File: src/rtl/branch_resolve_ctrl_pkg.sv
// Shared types, funct3 encodings and branch-outcome evaluation for the
// execute-stage branch resolve controller.
package branch_ctrl_pkg;

   typedef enum logic [1:0] {
      ST_IDLE     = 2'd0,
      ST_REDIRECT = 2'd1,
      ST_FLUSH    = 2'd2
   } state_e;

   localparam logic [2:0] F3_BEQ  = 3'b000;
   localparam logic [2:0] F3_BNE  = 3'b001;
   localparam logic [2:0] F3_BLT  = 3'b100;
   localparam logic [2:0] F3_BGE  = 3'b101;
   localparam logic [2:0] F3_BLTU = 3'b110;
   localparam logic [2:0] F3_BGEU = 3'b111;

   // Returns {legal, taken}; funct3 010/011 are not branches.
   function automatic logic [1:0] br_taken(input logic [2:0] funct3,
                                           input logic       lt,
                                           input logic       eq);
      logic [1:0] res;
      case (funct3)
         F3_BEQ:  res = {1'b1, eq};
         F3_BNE:  res = {1'b1, ~eq};
         F3_BLT:  res = {1'b1, lt};
         F3_BGE:  res = {1'b1, ~lt};
         F3_BLTU: res = {1'b1, lt};
         F3_BGEU: res = {1'b1, ~lt};
         default: res = 2'b00;
      endcase
      return res;
   endfunction

endpackage

File: src/rtl/branch_resolve_ctrl_sat_counter.sv
// Saturating up-counter with synchronous clear; clear beats increment.
module sat_counter #(
   parameter int CNT_W = 32
) (
   input  logic             i_clk,
   input  logic             i_rst_n,
   input  logic             i_inc,
   input  logic             i_clr,
   output logic [CNT_W-1:0] o_cnt
);

   localparam logic [CNT_W-1:0] ONE = CNT_W'(1);

   logic [CNT_W-1:0] r_cnt;

   // Count register: clear, saturating increment, or hold.
   always_ff @(posedge i_clk or negedge i_rst_n) begin
      if (!i_rst_n) begin
         r_cnt <= '0;
      end else if (i_clr) begin
         r_cnt <= '0;
      end else if (i_inc && (r_cnt != '1)) begin
         r_cnt <= r_cnt + ONE;
      end else begin
         r_cnt <= r_cnt;
      end
   end

   assign o_cnt = r_cnt;

endmodule

File: src/rtl/branch_resolve_ctrl.sv
// Execute-stage branch resolve controller for an always-taken fetch policy:
// redirects fetch on a not-taken branch, then flushes and stalls the front end.
module branch_resolve_ctrl
   import branch_ctrl_pkg::*;
#(
   parameter int WIDTH        = 32,
   parameter int FLUSH_CYCLES = 2,
   parameter int CNT_W        = 32
) (
   input  logic             clk_i,
   input  logic             rst_ni,
   input  logic             ex_valid_i,
   input  logic             ex_is_br_i,
   input  logic [2:0]       ex_funct3_i,
   input  logic [WIDTH-1:0] ex_pc_i,
   input  logic             br_lt_i,
   input  logic             br_eq_i,
   output logic             br_un_o,
   output logic             redirect_valid_o,
   output logic [WIDTH-1:0] redirect_pc_o,
   input  logic             redirect_ready_i,
   output logic             flush_o,
   output logic             stall_ex_o,
   input  logic             cnt_clr_i,
   output logic [CNT_W-1:0] br_cnt_o,
   output logic [CNT_W-1:0] misp_cnt_o
);

   localparam int               FC_W    = (FLUSH_CYCLES > 1) ? $clog2(FLUSH_CYCLES) : 1;
   localparam logic [FC_W-1:0]  FC_LOAD = FC_W'(FLUSH_CYCLES - 1);
   localparam logic [FC_W-1:0]  FC_ONE  = FC_W'(1);
   localparam logic [WIDTH-1:0] PC_STEP = WIDTH'(4);

   state_e           r_state;
   state_e           w_state_nxt;
   logic [FC_W-1:0]  r_fcnt;
   logic [FC_W-1:0]  w_fcnt_nxt;
   logic [WIDTH-1:0] r_redirect_pc;
   logic             r_redirect_valid;
   logic             r_flush;
   logic             r_stall;
   logic [1:0]       w_dec;
   logic             w_accept;
   logic             w_misp;

   assign br_un_o  = ex_funct3_i[1];
   assign w_dec    = br_taken(ex_funct3_i, br_lt_i, br_eq_i);
   assign w_accept = (r_state == ST_IDLE) & ex_valid_i & ex_is_br_i & w_dec[1];
   assign w_misp   = w_accept & ~w_dec[0];

   // Next-state and flush-counter logic.
   always_comb begin
      w_state_nxt = r_state;
      w_fcnt_nxt  = r_fcnt;
      case (r_state)
         ST_IDLE: begin
            if (w_misp) begin
               w_state_nxt = ST_REDIRECT;
               w_fcnt_nxt  = FC_LOAD;
            end else begin
               w_state_nxt = ST_IDLE;
            end
         end
         ST_REDIRECT: begin
            if (redirect_ready_i) begin
               if (r_fcnt != '0) begin
                  w_state_nxt = ST_FLUSH;
               end else begin
                  w_state_nxt = ST_IDLE;
               end
            end else begin
               w_state_nxt = ST_REDIRECT;
            end
         end
         ST_FLUSH: begin
            // Counter holds the FLUSH cycles still to go, including this one.
            if (r_fcnt > FC_ONE) begin
               w_fcnt_nxt  = r_fcnt - FC_ONE;
               w_state_nxt = ST_FLUSH;
            end else begin
               w_fcnt_nxt  = '0;
               w_state_nxt = ST_IDLE;
            end
         end
         default: begin
            w_state_nxt = ST_IDLE;
            w_fcnt_nxt  = '0;
         end
      endcase
   end

   // State, counter and registered control outputs.
   always_ff @(posedge clk_i or negedge rst_ni) begin
      if (!rst_ni) begin
         r_state          <= ST_IDLE;
         r_fcnt           <= '0;
         r_redirect_valid <= 1'b0;
         r_flush          <= 1'b0;
         r_stall          <= 1'b0;
      end else begin
         r_state          <= w_state_nxt;
         r_fcnt           <= w_fcnt_nxt;
         r_redirect_valid <= (w_state_nxt == ST_REDIRECT);
         r_flush          <= (w_state_nxt != ST_IDLE);
         r_stall          <= (w_state_nxt != ST_IDLE);
      end
   end

   // Redirect target captured on mispredict and held through the handshake.
   always_ff @(posedge clk_i or negedge rst_ni) begin
      if (!rst_ni) begin
         r_redirect_pc <= '0;
      end else if (w_misp) begin
         r_redirect_pc <= ex_pc_i + PC_STEP;
      end else begin
         r_redirect_pc <= r_redirect_pc;
      end
   end

   assign redirect_valid_o = r_redirect_valid;
   assign redirect_pc_o    = r_redirect_pc;
   assign flush_o          = r_flush;
   assign stall_ex_o       = r_stall;

   sat_counter #(.CNT_W(CNT_W)) u_br_cnt (
      .i_clk   (clk_i),
      .i_rst_n (rst_ni),
      .i_inc   (w_accept),
      .i_clr   (cnt_clr_i),
      .o_cnt   (br_cnt_o)
   );

   sat_counter #(.CNT_W(CNT_W)) u_misp_cnt (
      .i_clk   (clk_i),
      .i_rst_n (rst_ni),
      .i_inc   (w_misp),
      .i_clr   (cnt_clr_i),
      .o_cnt   (misp_cnt_o)
   );

endmodule

File: config.mk
export PLATFORM = sky130hd
export DESIGN_NAME = branch_resolve_ctrl
export DESIGN_NICKNAME = d
export VERILOG_FILES = /design/src/rtl/branch_resolve_ctrl_pkg.sv /design/src/rtl/branch_resolve_ctrl_sat_counter.sv /design/src/rtl/branch_resolve_ctrl.sv
export SDC_FILE = /design/constraint.sdc
export NUM_CORES = 1
export LEC_CHECK = 0
export ABC_AREA = 1
export BUFFER_PORTS_ARGS = -buffer_cell sky130_fd_sc_hd__buf_2
export CAP_MARGIN = 20
export CORE_MARGIN = 5
export CORE_UTILIZATION = 55
export CTS_CLUSTER_SIZE = 12
export DETAILED_ROUTE_END_ITERATION = 6
export PLACE_DENSITY = 0.81
export RECOVER_POWER = 25
export SETUP_SLACK_MARGIN = 0.15
export SYNTH_ARGS = -nofsm -noshare
export SYNTH_HDL_FRONTEND = slang
export SYNTH_SLANG_ARGS = --single-unit
export TNS_END_PERCENT = 30
File: constraint.sdc
create_clock -name clk_i -period 4.5 [get_ports clk_i]
set_input_delay 0.45 -clock clk_i [delete_from_list [all_inputs] [get_ports clk_i]]
set_output_delay 0.45 -clock clk_i [all_outputs]
set_load 0.05 [all_outputs]
-- Yosys cells after proc, flatten, opt, wreduce, memory -nomap -nowiden
Cells that the tools add are included.
W data, S select, Z words.
- logic and storage cells: 54
- flip-flop bits (word level): 101
- input bits: 43
- output and inout port bits: 100
- $add $sub $neg: 4
- multiplexer cells: 13
- order comparisons: 1
- equality and inequality tests: 11
- reductions and logical operators: 10
- bitwise logic cells: 8
- operators by type and width (kind ; number):
    $mux W32 ; 4
    $add A32 B1 Y32 const B ; 2
    $ne A32 B32 Y1 const B ; 2
    $add A32 B3 Y32 const B ; 1
    $eq A3 B3 Y1 const B ; 4
    $pmux W2 S4 ; 1
    $mux W2 ; 3
    $pmux W2 S3 ; 1
    $reduce_bool A2 Y1 ; 3
    $and A1 B1 Y1 ; 4
    $eq A2 B1 Y1 const B ; 2
    $not A1 Y1 ; 4
    $reduce_or A2 Y1 ; 2
    $eq A3 B1 Y1 const B ; 1
    $logic_not A3 Y1 ; 1
    $mux W1 ; 3
    $pmux W1 S3 ; 1
    $eq A2 B2 Y1 const B ; 1
    $logic_and A1 B1 Y1 ; 2
    $logic_not A2 Y1 ; 1
    $ne A2 B1 Y1 const B ; 1
    $reduce_and A2 Y1 ; 1
    $gt A1 B1 Y1 const B ; 1
    $sub A1 B1 Y1 const B ; 1

-- Longest topological paths before layout
Gate-level depths: netlist of the first run.
- depth after elaboration: 8
- depth in mapped cells: 13
- depth with buffers taken out: 11

-- Modules after synthesis
A second synthesis of the first run with hierarchy kept.
- cell total of the unflattened synthesis: 1024
- area total of the unflattened synthesis: 6745.2 um^2
- by module, submodules not included (module ; seq. area each (um^2) ; cells each ; area an instance (um^2) ; instances):
    sat_counter ; 800.8 ; 345 ; 2243.4 ; 2
    branch_resolve_ctrl ; 925.9 ; 334 ; 2258.4 ; 1

-- Worst setup path before layout of the first run
OpenSTA, ideal clock, no wires.
- path type: register to register
- start: register u_br_cnt.r_cnt[0], in the netlist u_br_cnt.o_cnt[0]
- end: register u_br_cnt.r_cnt[2], in the netlist u_br_cnt.o_cnt[2]
- buffers on the path: 2
- data required time: 4.435 ns
- library setup time: 0.065 ns
- clock period less this slack: 2.155 ns
- slack: 2.345 ns
- stages on the path, launching flop included: 14
- data arrival time: 2.089 ns
- cells stage by stage: dfrtp_1 ha_1 inv_2 nor2_4 nand2_4 nor2_4 nand2_2 nand2_2 nand2_4 clkinv_2 buf_6 buf_8 nand2_1 nand2_1
- longest elaborated chain between the ends: 3
- elaborated cells on any way between the ends: 6
- classes of those cells: add/sub (1); eq/ne (1); mux (2); reduce/logical (2)
- RTL lines (item ; line ; source):
    start: declaration ; branch_resolve_ctrl_sat_counter.sv:14 ; logic [CNT_W-1:0] r_cnt;
    start signal: assignment ; branch_resolve_ctrl_sat_counter.sv:23 ; r_cnt <= r_cnt + ONE;
    start signal: assignment ; branch_resolve_ctrl_sat_counter.sv:25 ; r_cnt <= r_cnt;
    $add A32 B1 Y32 or $ne A32 B32 Y1 (tied branches) ; branch_resolve_ctrl_sat_counter.sv:23, branch_resolve_ctrl_sat_counter.sv:22 ;
    $mux W32 or $logic_and A1 B1 Y1 (tied branches) ; branch_resolve_ctrl_sat_counter.sv:22 ; end else if (i_inc && (r_cnt != '1)) begin
    $mux W32 or $reduce_bool A2 Y1 (tied branches) ; -- ;
Several ways; a longest one is shown, not always the timed one. The select of a mux whose other input is x is not followed.
A chain may end at the register's enable or synchronous reset.

==> flow_metrics.env, run 1 <==
export IMPL_io_pins=143
export IMPL_worst_pin_slew_ns=1.84
export IMPL_wl_per_cell_um=14.0
export IMPL_crit_buf_inv=2
export IMPL_syn_to_final_growth_pct=17.0
export IMPL_max_stage_delay_ns=1.39
export IMPL_crit_family="buffers and inverters"
export IMPL_finalHoldViolations=0
export IMPL_antennaDiodeCount=0
export IMPL_core_area_mm2=0.0116
export IMPL_synth_edf_count=0
export IMPL_fin_setup_tns_ns=0
export IMPL_groute_usage_overall_pct=26.2
export IMPL_cellPowerDensity_mw_per_mm2=325
export IMPL_dieWidth_um=119
export IMPL_antenna_found_initial=0
export IMPL_final_antenna_net_count=0
export IMPL_via_per_inst=5.26
export IMPL_synthArstFlopShare_pct=100
export IMPL_synth_area_mm2=0.00655
export IMPL_synth_top_cell_by_area="dfrtp_1"
export IMPL_cts_buffer_depth=2
export IMPL_die_h_um=119
export IMPL_yosysUniqueCellTypes=33
export IMPL_postCtsSetupBuffers=0
export IMPL_fp_row_count=39
export IMPL_finClkSkew_ns=0.00949
export IMPL_cts_max_level=3
export IMPL_drc=0
export IMPL_grt_max_degree=70
export IMPL_rsz0062_at_grt="no"
export IMPL_dpl_hpwl_mm=13.7
export IMPL_avgSynthCellArea_um2=6.45
export IMPL_dr_pass1_iters=5
export IMPL_cts_tree="yes"
export IMPL_finalCritPeriodShare_pct=53.7
export IMPL_worstSetupStartpointType="primary input"
export IMPL_synth_most_common_cell="nand2_1"
export IMPL_path_max_fanout=69
export IMPL_placement_cell_area_mm2=0.00735
export IMPL_cts_root_buf="clkbuf_16"
export IMPL_yosys_top_cells_area="dfrtp_1 39%, nand2_1 26%, nor2_1 9.3%, nand3_1 5.0%, inv_1 4.0%"
export IMPL_crit_chain="buf_4, clkbuf_1"
export IMPL_p_total_mw=2.49
export IMPL_cts_sinks=101
export IMPL_yosysSeqAreaShare_pct=38.6
export IMPL_violations="capacitance limit, slew limit"
export IMPL_peakVddDrop_mv=0.381
export IMPL_path_class="primary input to async pin"
export IMPL_yosys_register_bits=101
export IMPL_grt_pass1_vias=6402
export IMPL_synth_warnings=0
export IMPL_p_leak_nw=3.93
export IMPL_synthesis_nets=1061
export IMPL_endpoint_kind="async pin"
export IMPL_netlist_area_leader_share_pct=38.6
export IMPL_drv_cap=1
export IMPL_gp_congestion=1.03
export IMPL_final_area_mm2=0.00766
export IMPL_initial_core_util_pct=56.6
export IMPL_clock_fmax_mhz=414
export IMPL_min_period_ns=2.42
export IMPL_cts_resized_gates=0
export IMPL_status="finished with violations"
export IMPL_cts_inserted_buffers=9
export IMPL_cp_data_required_time_ns=4.61
export IMPL_cp_arrival_ns=2.53
export IMPL_cts_hold_buf=0
export IMPL_synth_commonest_cells="448 x nand2_1, 163 x nor2_1, 101 x dfrtp_1"
export IMPL_hold_class="primary input to async pin"
export IMPL_synth_top_flop_cell="dfrtp_1"
export IMPL_setup_viol=0
export IMPL_max_slew_margin_rel_pct=-22.4
export IMPL_drt_initial_drc_count=500
export IMPL_clk_pin_slew_ns=0.07
export IMPL_clk_latency_ns=0.35
export IMPL_grt_overflow_total=0
export IMPL_nFillCells=1078
export IMPL_portBuffers=142
export IMPL_die_area_mm2=0.0142
export IMPL_layout_nets=1196
export IMPL_layout_drive_gt1_share_pct=16.5
export IMPL_finalWirelength_mm=18.1
export IMPL_grt_pass1_wl_mm=30.7
export IMPL_vias=6825
export IMPL_slew_viol_final=34
export IMPL_synth_cells=1015
export IMPL_cp_slowest_cell="clkbuf_1"
[through the flow]
stage / instances / util (%) / setup slack (ns) / hold slack (ns)
CTS: 1297 / 66.2 / 2.04 / 0.240
detailed placement: 1281 / 63.6 / 1.94 / 0.461
global route: 1298 / 66.2 / 1.57 / 0.282
global placement: 1281 / 63.6 / 2.05 / 0.462
floorplan: 1015 / - / 2.35 / 0.154
finish: 1298 / 66.2 / 2.08 / 0.213
[where the power goes]
group | leakage, nW | internal, mW | switching [mW]
clock | 0.139 | 0.435 | 0.349
combinational | 2.44 | 0.139 | 0.515
sequential | 1.35 | 1.00 | 0.0522
[worst register-to-register path, cell delays in order (launching register included)]
cell and delay (ns):
dfrtp_1 0.45, ha_1 0.21, inv_1 0.07, nor2_4 0.18, nand2_2 0.14, nor2_4 0.16
nand2_1 0.10, nand2_1 0.09, nand2_2 0.11, inv_2 0.44, nand2_1 0.13, nand2_1 0.09
[flip-flops by register name (all words and copies together) (netlist names)]
register	count
redirect_pc_o	32
redirect_valid_o	1
u_misp_cnt.o_cnt	32
u_br_cnt.o_cnt	32
stall_ex_o	1
r_fcnt	1
r_state	2
[cell families after synthesis]
group / share of synthesized area (%)
AO/OA/AOI/OAI: 2.67
AND/OR/NAND/NOR: 47.6
XOR/XNOR: 4.28
buffers and inverters: 6.27
flip-flops: 38.6
adder cells (fa/ha/maj): 0.573
[layout by cell type, fill, tap and decap left out, types with 12 or more instances in the layout]
cell type  netlist  final
o21ai_0         18     18
nand2_1        448    448
buf_2            3    140
xnor2_1         12     12
nand4_1         40     40
nand3_1         65     65
nor2_1         163    162
xor2_1          20     20
dfrtp_1        101    101
inv_1           70     70
[layout make-up]
type                            instances  area (um2)  share of cell area (%)
Clock inverter                          6        71.3                   0.931
Inverter                               74         279                    3.64
Clock buffer                           10         229                    2.99
Sequential cell                       101        2530                    33.0
Tap cell                              143         179                    2.34
Multi-Input combinational cell        816        3610                    47.2
Timing Repair Buffer                  148         761                    9.93
[per-layer routing]
layer  wire length [um]  track usage, %  vias up  share of wire, %
met5                  0               0        -                 0
met4                204            6.73        0               1.1
met3               1620            6.40       17               8.9
met2               8460            43.0      275                47
met1               7830            35.1     3080                43
li1                   -               -     3453                 -
[path summary, 6_finish.rpt]
| check | slack, ns | cells after the start | start | endpoint |
|---|---|---|---|---|
| max | 2.08 | 2 | rst_ni | u_misp_cnt.o_cnt[5] |
| min | 0.21 | 1 | rst_ni | u_br_cnt.o_cnt[23] |
| max reg2reg | 2.28 | 11 | u_misp_cnt.o_cnt[1] | u_misp_cnt.o_cnt[25] |
| min reg2reg | 0.48 | 2 | redirect_pc_o[17] | redirect_pc_o[17] |
| max in group clk_i | 2.28 | 11 | u_misp_cnt.o_cnt[1] | u_misp_cnt.o_cnt[25] |
| min in group clk_i | 0.30 | 3 | ex_pc_i[0] | redirect_pc_o[0] |
Power figures use the tool's default switching activity.
==> inputs of run 2 (changes only) <==
--- a/config.mk
+++ b/config.mk
@@ -9,10 +9,10 @@
 export BUFFER_PORTS_ARGS = -buffer_cell sky130_fd_sc_hd__buf_2
 export CAP_MARGIN = 20
 export CORE_MARGIN = 5
-export CORE_UTILIZATION = 55
+export CORE_UTILIZATION = 50
 export CTS_CLUSTER_SIZE = 12
 export DETAILED_ROUTE_END_ITERATION = 6
-export PLACE_DENSITY = 0.81
+export PLACE_DENSITY = 0.77
 export RECOVER_POWER = 25
 export SETUP_SLACK_MARGIN = 0.15
 export SYNTH_ARGS = -nofsm -noshare
==> constraint.sdc (replaced) <==
create_clock -name clk_i -period 2 [get_ports clk_i]
set_input_delay 0.2 -clock clk_i [delete_from_list [all_inputs] [get_ports clk_i]]
set_output_delay 0.2 -clock clk_i [all_outputs]
set_load 0.05 [all_outputs]
==> run 2 against run 1 <==
Effect of this change: the flow now finishes without violations; routed wire length rose by 12%; combinational power up 130%; clock skew about the same; final cell count rose by 7.1%; critical path type is now register to register.
==> flow_metrics.env, run 2 (synthesis gave the netlist of run 1 again) <==
export IMPL_status="finished clean"
export IMPL_die_h_um=124
export IMPL_portBuffers=142
export IMPL_dpl_hpwl_mm=15.6
export IMPL_finalWirelength_mm=20.3
export IMPL_groute_usage_overall_pct=25.8
export IMPL_layout_drive_gt1_share_pct=23.6
export IMPL_grt_pass1_vias=6854
export IMPL_die_area_mm2=0.0155
export IMPL_path_max_fanout=15
export IMPL_setup_worst_path_start="u_misp_cnt.o_cnt[30]"
export IMPL_worst_pin_slew_ns=0.771
export IMPL_finalCritPeriodShare_pct=87.6
export IMPL_layout_nets=1259
export IMPL_endpoint_kind="register"
export IMPL_rr_worst_depth=11
export IMPL_syn_to_final_growth_pct=27.0
export IMPL_final_common_cell="nand2_1"
export IMPL_clk_pin_slew_ns=0.07
export IMPL_cts_tree="yes"
export IMPL_cp_arrival_ns=2.04
export IMPL_drt_initial_drc_count=527
export IMPL_setup_slack_ns=0.247
export IMPL_antennaDiodeCount=0
export IMPL_clock_fmax_mhz=571
export IMPL_dieWidth_um=124
export IMPL_worstSetupStartpointType="register"
export IMPL_hold_class="primary input to register"
export IMPL_vias=7181
export IMPL_cts_root_buf="clkbuf_16"
export IMPL_grt_max_degree=55
export IMPL_setup_viol=0
export IMPL_grt_pass1_wl_mm=33.3
export IMPL_drv_cap=0
export IMPL_clk_latency_ns=0.36
export IMPL_cts_sinks=101
export IMPL_cp_data_required_time_ns=2.29
export IMPL_nFillCells=1214
export IMPL_dr_pass1_iters=5
export IMPL_cellPowerDensity_mw_per_mm2=680
export IMPL_slew_viol_final=0
export IMPL_cts_buffer_depth=2
export IMPL_cp_endpoint="u_misp_cnt.o_cnt[22]"
export IMPL_rsz0062_at_grt="no"
export IMPL_whs_ns=0.0340
export IMPL_cts_inserted_buffers=9
export IMPL_cts_max_level=3
export IMPL_drc=0
export IMPL_wl_per_cell_um=14.6
export IMPL_p_leak_nw=4.25
export IMPL_postLayoutCoreUtil_pct=65.4
export IMPL_r2r_end="u_misp_cnt.o_cnt[22]"
export IMPL_min_period_ns=1.75
export IMPL_gp_congestion=0.961
export IMPL_max_slew_margin_rel_pct=48.6
export IMPL_p_total_mw=5.66
export IMPL_grt_overflow_total=0
export IMPL_core_area_mm2=0.0127
export IMPL_peakVddDrop_mv=0.813
export IMPL_finalHoldViolations=0
export IMPL_timing_rr_start="u_misp_cnt.o_cnt[30]"
export IMPL_dp_slack_ns=0.0555
export IMPL_regToRegSetupSlack_ns=0.25
export IMPL_finClkSkew_ns=0.00920
export IMPL_via_per_inst=5.17
export IMPL_fp_row_count=41
export IMPL_initial_core_util_pct=51.5
export IMPL_final_antenna_net_count=0
export IMPL_io_pins=143
export IMPL_antenna_found_initial=0
export IMPL_most_common_layout_cells="445 x nand2_1, 157 x nor2_1, 140 x buf_2"
export IMPL_path_class="register to register"
## run 2: cell types whose count changed in the layout (fill, tap and decap cells not counted), sizes merged
cell | previous run | this run
inv | 74 | 76
buf | 146 | 208
bufinv | 1 | 0
clkinvlp | 2 | 1
dlygate4sd3 | 0 | 1
## run 2: report_power, final
part           total [mW]  internal (mW)  switching, mW  leakage (nW)
logic                1.53          0.353           1.18          2.79
clock network        1.76          0.902          0.856         0.142
registers            2.36           2.25          0.114          1.31
## run 2: layer usage
layer / track usage, % / part of all wire [%] / wire (um)
met2: 42.0 / 47 / 9500
met5: 0 / 0 / 0
met4: 8.83 / 2.5 / 516
met1: 34.0 / 43 / 8690
met3: 6.05 / 8.0 / 1630
## run 2: repair_timing
item	4_1_cts	5_1_grt
endpoints found under the setup margin	32	60
hold buffers	1	0
buffers inserted	1	8
pin swaps	0	4
hold endpoints to repair	23	0
gates resized for setup	6	21
## run 2: through the flow
step / cell area (um2) / TNS, ns / std cells
2_1_floorplan: 6600 / 0 / 1015
3_3_place_gp: 7850 / -1.73 / 1363
3_5_place_dp: 7860 / 0 / 1364
4_1_cts: 8190 / 0 / 1382
5_1_grt: 8320 / 0 / 1390
6_report: 8320 / 0 / 1390
## run 2: area by class of cell
class                      instances  area [um2]  area share (%)
clock buffer                      10         239            2.87
clock inverter                     6        53.8           0.647
sequential                       101        2550            30.7
multi-input combinational        816        3690            44.3
tap                              172         215            2.59
timing repair buffer             211        1290            15.5
inverter                          74         282            3.38
## run 2: critical path, cell delays in order (launching register included)
cell and delay, ns:
dfrtp_1 0.39, nand2_1 0.09, nor2_1 0.17, nand2_1 0.09, nor2_2 0.21, nand2_1 0.15
nand2_2 0.11, nand2_4 0.10, inv_4 0.11, buf_12 0.15, nand2_1 0.05, nand2_1 0.06
## run 2: worst min path at each step
| stage | to | startpoint | depth (start not counted) | slack [ns] |
|---|---|---|---|---|
| after detailed placement | u_br_cnt.o_cnt[11] | rst_ni | 1 | 0.13 |
| final | redirect_pc_o[0] | ex_pc_i[0] | 3 | 0.03 |
| after global routing | redirect_pc_o[1] | ex_pc_i[1] | 3 | 0.06 |
| after global placement | u_br_cnt.o_cnt[11] | rst_ni | 1 | 0.13 |
| after CTS | redirect_pc_o[0] | ex_pc_i[0] | 3 | 0.03 |
| after floorplan | r_fcnt | rst_ni | 0 | -0.1 |
==> inputs of run 3 (changes only) <==
--- a/config.mk
+++ b/config.mk
@@ -17,5 +17,6 @@
 export SETUP_SLACK_MARGIN = 0.15
 export SYNTH_ARGS = -nofsm -noshare
 export SYNTH_HDL_FRONTEND = slang
+export SYNTH_HIERARCHICAL = 1
 export SYNTH_SLANG_ARGS = --single-unit
 export TNS_END_PERCENT = 30
==> run 3 against run 2 <==
Effect of this change: non-clock buffer count fell by 4; die area rose by 2.7%; routed wire length decreased by 6.5%; worst hold slack improved by 0.0068 ns; highest routed layer unchanged; critical path depth up 1; flip-flop and latch count unchanged; sequential power about the same; synthesized area is 3.0% higher; final area up 1.0%; clock skew is 0.00059 ns lower; core utilization down 1.9 points.
==> flow_metrics.env, run 3 <==
export IMPL_status="finished clean"
export IMPL_timing_rr_start="u_br_cnt/o_cnt[0]"
export IMPL_slew_viol_final=0
export IMPL_path_max_fanout=20
export IMPL_via_per_inst=5.09
export IMPL_max_slew_margin_rel_pct=13.3
export IMPL_netlist_area_leader_share_pct=37.5
export IMPL_cts_tree="yes"
export IMPL_multi_input_area_mm2=0.00376
export IMPL_synth_most_common_cell="nand2_1"
export IMPL_drv_cap=0
export IMPL_drt_initial_drc_count=645
export IMPL_layout_nets=1264
export IMPL_io_pins=143
export IMPL_cp_arrival_ns=2.06
export IMPL_worst_pin_slew_ns=1.30
export IMPL_cts_sinks=101
export IMPL_setup_slack_ns=0.173
export IMPL_path_class="register to register"
export IMPL_setup_viol=0
export IMPL_yosys_top_cells_area="dfrtp_1 37%, nand2_1 24%, nor2_1 8.1%, nand3_1 6.8%, inv_1 4.5%"
export IMPL_drc=0
export IMPL_avgSynthCellArea_um2=6.59
export IMPL_endpoint_kind="register"
export IMPL_final_common_cell="nand2_1"
export IMPL_yosysSeqAreaShare_pct=37.5
export IMPL_die_h_um=126
export IMPL_finalCritPeriodShare_pct=91.4
export IMPL_finClkSkew_ns=0.00862
export IMPL_core_area_mm2=0.0132
export IMPL_synthArstFlopShare_pct=100
export IMPL_synthesis_nets=1070
export IMPL_synth_cells=1024
export IMPL_fp_row_count=42
export IMPL_initial_core_util_pct=50.9
export IMPL_dr_pass1_iters=5
export IMPL_peakVddDrop_mv=0.615
export IMPL_cts_root_buf="clkbuf_16"
export IMPL_grt_pass1_vias=6634
export IMPL_wl_per_cell_um=13.6
export IMPL_seq_area_mm2=0.00254
export IMPL_dpl_hpwl_mm=14.2
export IMPL_nFillCells=1249
export IMPL_finalHoldViolations=0
export IMPL_dieWidth_um=126
export IMPL_finalWirelength_mm=19.0
export IMPL_grt_pass1_wl_mm=31.7
export IMPL_clk_latency_ns=0.36
export IMPL_synth_edf_count=0
export IMPL_hold_class="primary input to register"
export IMPL_yosys_register_bits=101
export IMPL_portBuffers=142
export IMPL_fin_setup_tns_ns=0
export IMPL_synth_area_mm2=0.00675
export IMPL_most_common_layout_cells="429 x nand2_1, 143 x nor2_1, 141 x buf_2"
export IMPL_gp_congestion=0.921
export IMPL_yosysUniqueCellTypes=31
export IMPL_final_antenna_net_count=0
export IMPL_clk_pin_slew_ns=0.07
export IMPL_p_leak_nw=4.37
export IMPL_synth_top_flop_cell="dfrtp_1"
export IMPL_postLayoutCoreUtil_pct=63.5
export IMPL_vias=7124
export IMPL_die_area_mm2=0.0159
export IMPL_rr_worst_depth=12
export IMPL_antenna_found_initial=0
export IMPL_dp_slack_ns=-0.0854
export IMPL_synth_warnings=6
export IMPL_whs_ns=0.0409
export IMPL_rsz0062_at_grt="yes"
export IMPL_grt_overflow_total=0
export IMPL_min_path_cells=3
export IMPL_groute_usage_overall_pct=23.9
export IMPL_regToRegSetupSlack_ns=0.17
export IMPL_synth_commonest_cells="429 x nand2_1, 145 x nor2_1, 101 x dfrtp_1"
export IMPL_min_period_ns=1.83
export IMPL_holdPathEnd="redirect_pc_o[1]"
export IMPL_antennaDiodeCount=0
export IMPL_synth_top_cell_by_area="dfrtp_1"
export IMPL_cts_max_level=3
export IMPL_cellPowerDensity_mw_per_mm2=684
export IMPL_cts_buffer_depth=2
export IMPL_clock_fmax_mhz=547
export IMPL_layout_drive_gt1_share_pct=23.1
export IMPL_cts_inserted_buffers=9
export IMPL_r2r_end="u_br_cnt/o_cnt[15]"
export IMPL_grt_max_degree=58
export IMPL_worstSetupStartpointType="register"
export IMPL_syn_to_final_growth_pct=24.7
export IMPL_cp_data_required_time_ns=2.24
export IMPL_holdCritStartpoint="ex_pc_i[1]"
==> run 3: worst max-delay path, stage by stage, from the launching register on <==
cell and delay [ns]:
dfrtp_2 0.41, ha_4 0.15, nand2_2 0.06, nor2_4 0.12
nand2_4 0.08, nor2_8 0.12, buf_4 0.15, nand2_4 0.08
nand2_8 0.10, nand2_4 0.06, buf_4 0.21, nand2_1 0.09
o21ai_1 0.07
==> run 3: routing by layer <==
| layer | GRT usage (%) | up-vias | routed length (um) |
|---|---|---|---|
| met2 | 38.5 | 264 | 8790 |
| met3 | 5.97 | 38 | 1350 |
| met4 | 5.87 | 0 | 367 |
| met5 | 0 | - | 0 |
| li1 | - | 3585 | - |
| met1 | 32.4 | 3237 | 8490 |
==> run 3: logic make-up (layout without fill, tap and decap cells) <==
family | after synthesis | count (layout) | synth area share (%)
DFF | 101 | 101 | 37.5
buffers and inverters | 110 | 309 | 7.42
adders and majority gates | 3 | 3 | 0.557
and+or+nand+nor | 727 | 727 | 46.4
AOI/OAI and AO/OA | 50 | 50 | 3.82
xor gates and xnor gates | 33 | 33 | 4.28
==> run 3: area by class of cell <==
cell class | instances | area share, %
Multi-Input combinational cell | 813 | 44.7
Sequential cell | 101 | 30.2
Timing Repair Buffer | 207 | 14.6
Inverter | 86 | 3.94
Clock buffer | 12 | 3.05
Tap cell | 176 | 2.62
Clock inverter | 4 | 0.833
==> run 3: how the worst max path moves through the flow <==
stage,start,endpoint
finish,u_br_cnt/o_cnt[0],u_br_cnt/o_cnt[15]
global route,rst_ni,u_misp_cnt/o_cnt[28]
CTS,u_misp_cnt/o_cnt[1],u_misp_cnt/o_cnt[18]
detailed placement,u_br_cnt/o_cnt[0],u_br_cnt/o_cnt[27]
global placement,u_br_cnt/o_cnt[0],u_br_cnt/o_cnt[26]
floorplan,u_br_cnt/o_cnt[6],u_br_cnt/o_cnt[13]
==> run 3: where the power goes <==
| group | total, mW | internal [mW] | switching, mW |
|---|---|---|---|
| combinational | 1.47 | 0.326 | 1.15 |
| clock | 1.93 | 1.16 | 0.768 |
| sequential | 2.35 | 2.24 | 0.106 |
| total | 5.75 | 3.73 | 2.02 |
==> run 3: repair_timing <==
item                                    CTS  global route
resized for setup                         4             6
hold endpoints to repair                101             0
endpoints found under the setup margin   46            53
cloned                                    0             0
hold buffers                              1             0
buffers inserted                          0            10
pin swaps                                 0             2
==> run 3: metrics by stage <==
| stage | total power, mW | area, um2 | instances |
|---|---|---|---|
| finish | 5.75 | 8410 | 1399 |
| global route | 6.01 | 8410 | 1399 |
| CTS | 5.80 | 8330 | 1389 |
| detailed placement | 3.86 | 7970 | 1372 |
| global placement | 3.84 | 7970 | 1372 |
| floorplan | 3.44 | 6790 | 1024 |
